--- config.mk ---
export PLATFORM = sky130hd
export DESIGN_NAME = cacheline_adapter
export DESIGN_NICKNAME = d
export VERILOG_FILES = /design/src/rtl/rv32im_types.sv /design/src/rtl/line_beat_buffer.sv /design/src/rtl/cacheline_adapter.sv
export SDC_FILE = /design/constraint.sdc
export NUM_CORES = 1
export LEC_CHECK = 0
export BUFFER_PORTS_ARGS = -buffer_cell sky130_fd_sc_hd__clkbuf_2
export CORE_AREA = 2 2 289 291
export CTS_BUF_LIST = sky130_fd_sc_hd__clkbuf_4 sky130_fd_sc_hd__clkbuf_8
export CTS_CLUSTER_DIAMETER = 50
export DETAILED_ROUTE_END_ITERATION = 12
export DIE_AREA = 0 0 291 293
export GPL_TIMING_DRIVEN = 0
export HOLD_SLACK_MARGIN = 0.1
export PLACE_DENSITY = 0.51
export SLEW_MARGIN = 20
export SYNTH_ARGS = -nofsm -noshare
export SYNTH_HDL_FRONTEND = slang
export SYNTH_SLANG_ARGS = --single-unit
--- constraint.sdc ---
create_clock -name clk -period 2.05 [get_ports clk]
set_input_delay 0.41 -clock clk [delete_from_list [all_inputs] [get_ports clk]]
set_output_delay 0.41 -clock clk [all_outputs]
set_load 0.02 [all_outputs]
--- src/rtl/rv32im_types.sv ---
// Shared types and constants for the rv32im memory subsystem.
// The cacheline adapter uses these constants for its line and beat widths and its FSM state enum.
package rv32im_types;

  localparam int CACHELINE_W   = 256;
  localparam int BMEM_BEAT_W   = 64;
  localparam int BMEM_BEATS    = CACHELINE_W / BMEM_BEAT_W;
  localparam int LINE_OFFSET_W = 5;
  localparam int BEAT_IDX_W    = 2;

  typedef enum logic [2:0] {
    IDLE,
    WR_BURST,
    RD_REQ,
    RD_WAIT,
    RESP,
    DONE
  } adapter_state_t;

endpackage

--- src/rtl/line_beat_buffer.sv ---
// Beat-addressed line storage for the cacheline adapter.
// It holds the fill line, which the adapter assembles in place one beat per bmem_rvalid.
// It holds the latched writeback line, which is serialised one beat at a time.
// It also holds the shared 2-bit beat counter used by both directions.
module line_beat_buffer
  import rv32im_types::*;
(
  input  logic                   clk,
  input  logic                   rst_n,
  input  logic                   clear_cnt,
  input  logic                   load_wline,
  input  logic [CACHELINE_W-1:0] wline,
  input  logic                   advance,
  input  logic                   fill_we,
  input  logic [BMEM_BEAT_W-1:0] fill_beat,
  output logic [CACHELINE_W-1:0] fill_line,
  output logic [BMEM_BEAT_W-1:0] send_beat,
  output logic                   last_beat
);

  logic [BEAT_IDX_W-1:0]                  beat_cnt;
  logic [BMEM_BEATS-1:0][BMEM_BEAT_W-1:0] fill_q;
  logic [BMEM_BEATS-1:0][BMEM_BEAT_W-1:0] wline_q;

  // Beat counter: cleared at burst start, steps on each accepted write beat or stored read beat, wraps 3->0
  always_ff @(posedge clk or negedge rst_n) begin
    if (!rst_n)                  beat_cnt <= '0;
    else if (clear_cnt)          beat_cnt <= '0;
    else if (advance || fill_we) beat_cnt <= beat_cnt + 1'b1;
  end

  // Writeback line snapshot, taken when the write burst is launched
  always_ff @(posedge clk or negedge rst_n) begin
    if (!rst_n)          wline_q <= '0;
    else if (load_wline) wline_q <= wline;
  end

  // Fill line assembled in place; untouched slots keep the previous line's data
  always_ff @(posedge clk or negedge rst_n) begin
    if (!rst_n)       fill_q <= '0;
    else if (fill_we) fill_q[beat_cnt] <= fill_beat;
  end

  assign fill_line = fill_q;
  assign send_beat = wline_q[beat_cnt];
  assign last_beat = (beat_cnt == BEAT_IDX_W'(BMEM_BEATS - 1));

endmodule

--- src/rtl/cacheline_adapter.sv ---
// Converts one 256-bit cacheline read or write from the cache dfp into 64-bit bmem bursts.
// Writeback has priority over fill, so a dirty miss writes back before it fills.
// Optional feature: define CACHELINE_ADAPTER_ADDR_CHECK_EN to compare each read beat's bmem_raddr
// with the requested line address and raise a sticky err on mismatch.
module cacheline_adapter
  import rv32im_types::*;
#(
  parameter int ADDR_W = 32,
  parameter int LINE_W = CACHELINE_W,
  parameter int BEAT_W = BMEM_BEAT_W
) (
  input  logic              clk,
  input  logic              rst_n,
  input  logic [ADDR_W-1:0] dfp_addr,
  input  logic              dfp_read,
  input  logic              dfp_write,
  input  logic [LINE_W-1:0] dfp_wdata,
  output logic [LINE_W-1:0] dfp_rdata,
  output logic              dfp_resp,
  output logic [ADDR_W-1:0] bmem_addr,
  output logic              bmem_read,
  output logic              bmem_write,
  output logic [BEAT_W-1:0] bmem_wdata,
  input  logic              bmem_ready,
  input  logic [ADDR_W-1:0] bmem_raddr,
  input  logic [BEAT_W-1:0] bmem_rdata,
  input  logic              bmem_rvalid,
  output logic              err
);

  adapter_state_t    state, next_state;
  logic [ADDR_W-1:0] addr_q;
  logic              latch_addr;
  logic              clear_cnt;
  logic              load_wline;
  logic              advance;
  logic              fill_we;
  logic              last_beat;
  logic [BEAT_W-1:0] send_beat;
  logic              unused_bits;

  line_beat_buffer u_buf (
    .clk        (clk),
    .rst_n      (rst_n),
    .clear_cnt  (clear_cnt),
    .load_wline (load_wline),
    .wline      (dfp_wdata),
    .advance    (advance),
    .fill_we    (fill_we),
    .fill_beat  (bmem_rdata),
    .fill_line  (dfp_rdata),
    .send_beat  (send_beat),
    .last_beat  (last_beat)
  );

  // State register
  always_ff @(posedge clk or negedge rst_n) begin
    if (!rst_n) state <= IDLE;
    else        state <= next_state;
  end

  // Line-aligned request address, captured when a burst is launched from IDLE
  always_ff @(posedge clk or negedge rst_n) begin
    if (!rst_n)          addr_q <= '0;
    else if (latch_addr) addr_q <= {dfp_addr[ADDR_W-1:LINE_OFFSET_W], LINE_OFFSET_W'(0)};
  end

  // Next-state and handshake decode; DONE deliberately ignores a request the cache is still holding
  always_comb begin
    next_state = state;
    latch_addr = 1'b0;
    clear_cnt  = 1'b0;
    load_wline = 1'b0;
    advance    = 1'b0;
    fill_we    = 1'b0;
    bmem_read  = 1'b0;
    bmem_write = 1'b0;
    dfp_resp   = 1'b0;
    unique case (state)
      IDLE: begin
        if (dfp_write) begin
          next_state = WR_BURST;
          latch_addr = 1'b1;
          clear_cnt  = 1'b1;
          load_wline = 1'b1;
        end else if (dfp_read) begin
          next_state = RD_REQ;
          latch_addr = 1'b1;
          clear_cnt  = 1'b1;
        end
      end
      WR_BURST: begin
        bmem_write = 1'b1;
        if (bmem_ready) begin
          advance = 1'b1;
          if (last_beat) next_state = RESP;
        end
      end
      RD_REQ: begin
        bmem_read = 1'b1;
        if (bmem_ready) next_state = RD_WAIT;
      end
      RD_WAIT: begin
        if (bmem_rvalid) begin
          fill_we = 1'b1;
          if (last_beat) next_state = RESP;
        end
      end
      RESP: begin
        dfp_resp   = 1'b1;
        next_state = DONE;
      end
      DONE:    next_state = IDLE;
      default: next_state = IDLE;
    endcase
  end

  assign bmem_addr  = (state == WR_BURST || state == RD_REQ) ? addr_q : '0;
  assign bmem_wdata = (state == WR_BURST) ? send_beat : '0;

`ifdef CACHELINE_ADAPTER_ADDR_CHECK_EN
  // Sticky flag for a read beat tagged with an address other than the requested line
  always_ff @(posedge clk or negedge rst_n) begin
    if (!rst_n)                                                   err <= 1'b0;
    else if (state == RD_WAIT && bmem_rvalid && bmem_raddr != addr_q) err <= 1'b1;
  end
`else
  assign err = 1'b0;
`endif

  assign unused_bits = ^{dfp_addr[LINE_OFFSET_W-1:0], bmem_raddr};

endmodule

==> run_results.csv, run 1 <==
group,metric,value,unit
global_routing,track_usage,19.49,%
routing,wl,89.19,mm
synthesis,syn-cell-area,23930,um2
routing,drcViolationCount,0,
layout,nNetsFinal,3045,
setup_path,worst_setup_path_start_kind,"flip-flop",
placed_design,gp_congestion,0.8187,
timing,slew_violations,0,
setup_path,cp_data_arrival_time,2.43,ns
setup_path,slowest_stage,"mux4_2",
setup_path,worst-path-stages,6,
placed_design,port_buffers,702,
global_routing,grt_antenna_before_repair,16,
setup_path,endpoint_kind,"output pin",
timing,setup_ws,-0.7857,ns
routing,drtIter0Drc,553,
layout,layout-area-overhead-vs-synth,63.62,%
synthesis,yosys_warnings,0,
power,power.density,1598,nW/um2
power,pwr-share-seq,30.9,%
placed_design,placed_cell_area,29000,um2
timing,period_needed,2.836,ns
power,power.switching,0.02139,W
layout,drive_gt1_share,65.02,%
global_routing,grt_remaining_overflow,0,
timing,period_share,138.3,%
placed_design,hpwl,58.68,mm
routing,ant_nets,0,
die,rows,105,
setup_path,r2r_cells,13,
timing,slew_headroom,65.07,%
timing,hold_slack,0.2044,ns
setup_path,critical-path-max-stage-delay,0.51,ns
setup_path,crit_required,1.64,ns
outcome,status,"finished, violations left",
routing,viasPerCell,4.515,
timing,rsz0062_at_grt,"yes",
clock_network,h-tree-depth,3,
layout,fin_area,39150,um2
layout,nFillCells,7106,
clock_network,cts_sinks,544,
setup_path,critPathMaxFanout,10,
timing,hold_violations,0,
synthesis,netlist_instances,1367,
clock_network,cts_tree,"built",
synthesis,synth.avg_cell_area,17.50,um2
setup_path,critical-path-top-delay-family,"buffers and inverters",
routing,drt_pass1_iterations,6,
outcome,violations,"negative setup slack",
timing,finClkSkew,0.02557,ns
clock_network,clk_pin_slew,0.06,ns
synthesis,synth_edf_count,0,
routing,vias,17220,
timing,max_freq,352.7,MHz
worst_hold_path,worstHoldPathType,"primary input to asynchronous set/reset pin",
clock_network,worstSkewPairLatency,0.72,ns
setup_path,cp_cell_sequence,"buf_8, buf_12, buf_16, mux4_2, and2_1, buf_2",
power,swShare,34.18,%
die,die_area,85260,um2
clock_network,cts_buffer_depth,3,
die,core,81850,um2
global_routing,grt_pass1_vias,19080,
power,p_clk_share,20.3,%
timing,tightest_slew,0.5239,ns
die,die_h,293,um
power,internal_power,0.04119,W
layout,fin_util,47.83,%
die,io_pins,746,
global_routing,grt_max_degree,93,
clock_network,cts_buffers,105,
synthesis,ys_seq_area_share,56.89,%
die,initial_core_util,29.23,%
setup_path,crit_type,"flip-flop to output pin",
setup_path,cp_num_buf_inv,4,
synthesis,yosysUniqueCellTypes,32,
synthesis,async_reset_ff_share,100.0,%
synthesis,ys.flop_type,"dfrtp_1",
routing,wl_per_cell,23.38,um
job,cap_violations,0,
global_routing,grt_pass1_wl,124.1,mm
clock_network,cts_root_buf,"clkbuf_8",
die,die_x,291,um
synthesis,synth-seq-cells,544,
power,combPwrFrac,48.8,%
timing,setup_viol,315,
power,total_leakage_power,19.19,nW
timing,setup_tns,-91.82,ns
power,peakVddDrop,714.6,uV
[metal layers]
metal | track usage (%) | part of all wire (%)
met1 | 22.77 | 40
met2 | 34.18 | 51
met3 | 5.333 | 5.8
met4 | 7.140 | 3.3
met5 | 0 | 0.11
[worst min-delay path, cell delays in order]
cell           delay (ns)
dlygate4sd3_1        0.54
clkbuf_8             0.13
buf_12               0.20
[cell usage after synthesis (2+ instances only)]
cell,instances,share of area (%)
dfrtp_1,544,57
mux2_4,240,15
mux2_2,155,7.3
mux2_1,144,6.8
and2_1,92,2.4
mux4_2,64,6.0
buf_6,29,1.4
buf_12,24,2.0
buf_4,15,0.47
clkbuf_1,15,0.24
buf_2,7,0.15
ha_1,4,0.21
nand2_8,4,0.33
nor2_1,4,0.063
inv_1,3,0.047
nand2b_1,3,0.078
a21oi_1,2,0.042
nor2b_1,2,0.052
nor3_1,2,0.042
o21ai_0,2,0.042
[power groups by stage]
stage | Sequential [W] | Combinational, W | Clock (W)
floorplan | 0.0215 | 0.0127 | 0
global placement | 0.0190 | 0.0226 | 0
detailed placement | 0.0192 | 0.0229 | 0
CTS | 0.0191 | 0.0275 | 0.0130
global route | 0.0199 | 0.0321 | 0.0135
finish | 0.0193 | 0.0306 | 0.0127
[state kept, by name, indices dropped and copies added (netlist names)]
signal	cells
addr_q	27
u_buf.wline_q	256
state	3
u_buf.fill_line	256
u_buf.beat_cnt	2
[layout by cell type, fill, tap and decap left out, types with 51 or more instances in the layout]
cell	Yosys	routed
mux2_4	240	415
dfrtp_1	544	543
clkbuf_2	0	623
buf_8	0	61
mux4_2	64	64
buf_6	29	51
buf_12	24	73
mux2_2	155	106
clkbuf_8	0	140
and2_4	0	72
dlygate4sd3_1	0	352
[cell type report]
class	count	area (um2)	share of cell area, %
diodes	8	20.02	0.05114
plain buffers	82	1400	3.576
clock buffers	166	2066	5.277
clock inverters	26	422.9	1.080
inverters	3	20.02	0.05114
multi-input cells	739	10340	26.42
flip-flops and latches	544	13610	34.78
well taps	1070	1339	3.420
repair buffers	1176	9926	25.35
[kinds of logic after synthesis]
| logic type | share of synthesized area (%) |
|---|---|
| compound gates | 0.2563 |
| xor+xnor | 0.03661 |
| fa+ha+maj | 0.2092 |
| buf+inv | 4.272 |
| flops | 56.89 |
| mux | 35.20 |
| other cells | 0.01567 |
| simple gates | 3.117 |
[final timing paths]
check / start / endpoint / slack [ns]
worst max-delay path: u_buf.beat_cnt[0]$_DFFE_PN0P_ / bmem_wdata[36] / -0.79
worst min-delay path: rst_n / u_buf.fill_line[17]$_DFFE_PN0P_ / 0.20
worst max register to register: u_buf.beat_cnt[1]$_DFFE_PN0P_ / u_buf.fill_line[25]$_DFFE_PN0P_ / -0.34
worst min register to register: u_buf.wline_q[120]$_DFFE_PN0P_ / u_buf.wline_q[120]$_DFFE_PN0P_ / 0.48
max in group asynchronous: rst_n / u_buf.wline_q[144]$_DFFE_PN0P_ / 0.30
min in group clk: dfp_write / state[0]$_DFFE_PN0P_ / 0.23
[stage by stage]
stage	total power [W]	std cells	setup slack (ns)
final	0.06258	3814	-0.7857
after detailed placement	0.04209	3151	-0.7656
after global routing	0.06552	3813	-0.9098
after CTS	0.05967	3769	-0.8813
after floorplan	0.03422	1372	-0.0007684
after global placement	0.04159	3144	-12.15
[timing repair]
action	CTS	global route
endpoints found under the hold margin	746	0
pin swaps	52	29
setup endpoints to repair	287	664
resized for setup	303	429
hold buffers	353	0
gates cloned	22	32
setup buffers	55	24
Power figures use the tool's default switching activity.
==> run 2, diff against run 1 <==
Settings changed: CORE_AREA 2 2 289 291 to 2 2 286 288, DIE_AREA 0 0 291 293 to 0 0 288 290, PLACE_DENSITY 0.51 to 0.52.
==> run 2 against run 1 <==
  * Fmax grew 2.5%
  * Utilization shrank 1.3 points
  * Sequential cell count is the same
  * Register-to-register slack gained 0.35 ns
  * Worst setup slack better by 0.069 ns
  * Highest routed layer unchanged
  * The flow still finishes with violations (negative setup slack)
  * Cell area fell by 4.7%
  * Sequential power is essentially flat
  * Non-clock buffer count decreased by 63
  * Final cell count down 2.1%
==> run_results.csv, run 2 (synthesis gave the netlist of run 1 again) <==
group,metric,value,unit
outcome,status,"finished, violations left",
routing,vias,16700,
timing,finClkSkew,0.05139,ns
placed_design,port_buffers,702,
power,peakVddDrop,723.1,uV
global_routing,grt_pass1_vias,19120,
layout,mostFrequentLayoutCell,"clkbuf_2",
timing,setup_viol,93,
routing,drt_pass1_iterations,4,
clock_network,cts_tree,"built",
clock_network,cts_sinks,544,
die,io_pins,746,
clock_network,h-tree-depth,3,
global_routing,grt_max_degree,91,
setup_path,critPathMaxFanout,8,
timing,period_needed,2.767,ns
timing,setup_ws,-0.7170,ns
global_routing,global_route.usage.met3,5.582,%
layout,most-common-layout-cells,"clkbuf_2, dfrtp_1, dlygate4sd3_1, mux2_4, clkbuf_8",
clock_network,clk_pin_slew,0.05,ns
global_routing,use_met2,33.53,%
setup_path,slowest_stage,"mux4_2",
timing,setup_tns,-53.36,ns
timing,tightest_slew,0.5003,ns
die,die_area,83520,um2
routing,viasPerCell,4.473,
setup_path,crit_type,"flip-flop to output pin",
worst_hold_path,holdCritStartpoint,"dfp_wdata[53]",
power,total_leakage_power,18.29,nW
global_routing,grt_pass1_wl,121.0,mm
power,fin_total_pwr,0.05945,W
placed_design,hpwl,58.45,mm
clock_network,cts_root_buf,"clkbuf_8",
die,die_h,290,um
setup_path,crit_required,1.64,ns
global_routing,track_usage,19.15,%
setup_path,cp_data_arrival_time,2.36,ns
global_routing,busiest_layer,"met2",
clock_network,cts_buffers,101,
timing,max_freq,361.4,MHz
routing,wl,82.70,mm
job,cap_violations,0,
setup_path,endpoint_kind,"output pin",
setup_path,cp_cell_sequence,"buf_8, buf_16, clkbuf_16, mux4_2, and2_4, buf_8",
setup_path,cpMostUsedCell,"buf_8",
layout,drive_gt1_share,61.42,%
layout,nNetsFinal,2976,
setup_path,critical-path-top-delay-family,"buffers and inverters",
clock_network,worstSkewPairLatency,0.72,ns
routing,wl_per_cell,22.15,um
timing,slew_headroom,66.65,%
placed_design,gp_congestion,0.8338,
layout,nFillCells,7093,
routing,drtIter0Drc,583,
layout,fin_area,37310,um2
setup_path,worst_setup_path_start_kind,"flip-flop",
setup_path,cp_num_buf_inv,4,
setup_path,reg2reg_from,"state[1]$_DFFE_PN0P_",
power,power.density,1594,nW/um2
routing,drcViolationCount,0,
routing,ant_nets,0,
global_routing,met1_usage,21.94,%
placed_design,placed_cell_area,28960,um2
layout,layout-area-overhead-vs-synth,55.93,%
timing,period_share,135.0,%
global_routing,grt_remaining_overflow,0,
setup_path,critical-path-max-stage-delay,0.49,ns
setup_path,crit_start,"u_buf.beat_cnt[0]$_DFFE_PN0P_",
die,rows,104,
timing,slew_violations,0,
global_routing,grt_antenna_before_repair,15,
die,initial_core_util,29.85,%
timing,rsz0062_at_grt,"yes",
die,core,80160,um2
layout,fin_util,46.55,%
die,die_x,288,um
outcome,violations,"negative setup slack",
timing,hold_violations,0,
clock_network,cts_buffer_depth,3,
timing,hold_slack,0.2070,ns
worst_hold_path,worstHoldPathType,"primary input to flip-flop",
## run 2: cell count changes in the layout (fill, tap and decap cells not counted), sizes merged
cell         delta
bufbuf          +1
clkinv          +5
buf            -33
nand2           -2
dlygate4sd3     -2
clkinvlp        +2
diode           +4
clkbuf         -39
bufinv          -4
inv             -2
## run 2: area by class of cell
type                       instances  area (um2)  area share [%]
antenna                           12       30.03         0.08049
buffer                            89        1448           3.880
clock buffer                     156        1991           5.336
clock inverter                    27       356.6          0.9558
inverter                           3       18.77         0.05030
multi-input combinational        737        9906           26.55
sequential                       544       13610           36.49
tap                             1060        1326           3.555
timing repair buffer            1106        8620           23.10
## run 2: power breakdown
part           switching, W  internal, W  total [W]
Combinational        0.0126       0.0157     0.0283
Clock               0.00491      0.00700     0.0119
Sequential          0.00308       0.0162     0.0192
Total                0.0206       0.0389     0.0595
## run 2: repair_timing
item,CTS,global route
setup buffers,24,13
pin swaps,18,33
gates resized for setup,254,318
endpoints found under the setup margin,287,184
gates cloned,9,7
endpoints found under the hold margin,615,0
hold buffers,350,0
## run 2: per-stage QoR
step	worst slack, ns	std cells
floorplan	-0.0007684	1372
global placement	-12.11	3134
detailed placement	-0.8026	3140
CTS	-0.8413	3706
global route	-0.8394	3732
finish	-0.7170	3734
## run 2: metal layers
metal  vias to the layer above  part of all wire (%)
li1                       7379                     -
met1                      8563                    39
met2                       589                    51
met3                       167                   7.2
met4                         6                   3.3
met5                         -                 0.047
## run 2: final timing paths
check                           slack [ns]  depth (start not counted)                               end
worst max register to register        0.01                         10    u_buf.wline_q[167]$_DFFE_PN0P_
worst max-delay path                 -0.72                          6                    bmem_wdata[45]
worst min-delay path                  0.21                          2     u_buf.wline_q[53]$_DFFE_PN0P_
max in group asynchronous             0.22                          5    u_buf.wline_q[131]$_DFFE_PN0P_
worst min register to register        0.48                          1    u_buf.wline_q[235]$_DFFE_PN0P_
min in group asynchronous             0.25                          2  u_buf.fill_line[143]$_DFFE_PN0P_
## run 2: worst register-to-register path, cell delays in order (launching register included)
cell and delay, ns:
dfrtp_1 0.38, buf_8 0.13, buf_12 0.12, buf_6 0.12
nor3_4 0.11, and2_4 0.17, buf_8 0.13, buf_6 0.12
clkbuf_16 0.16, buf_12 0.16, mux2_1 0.33
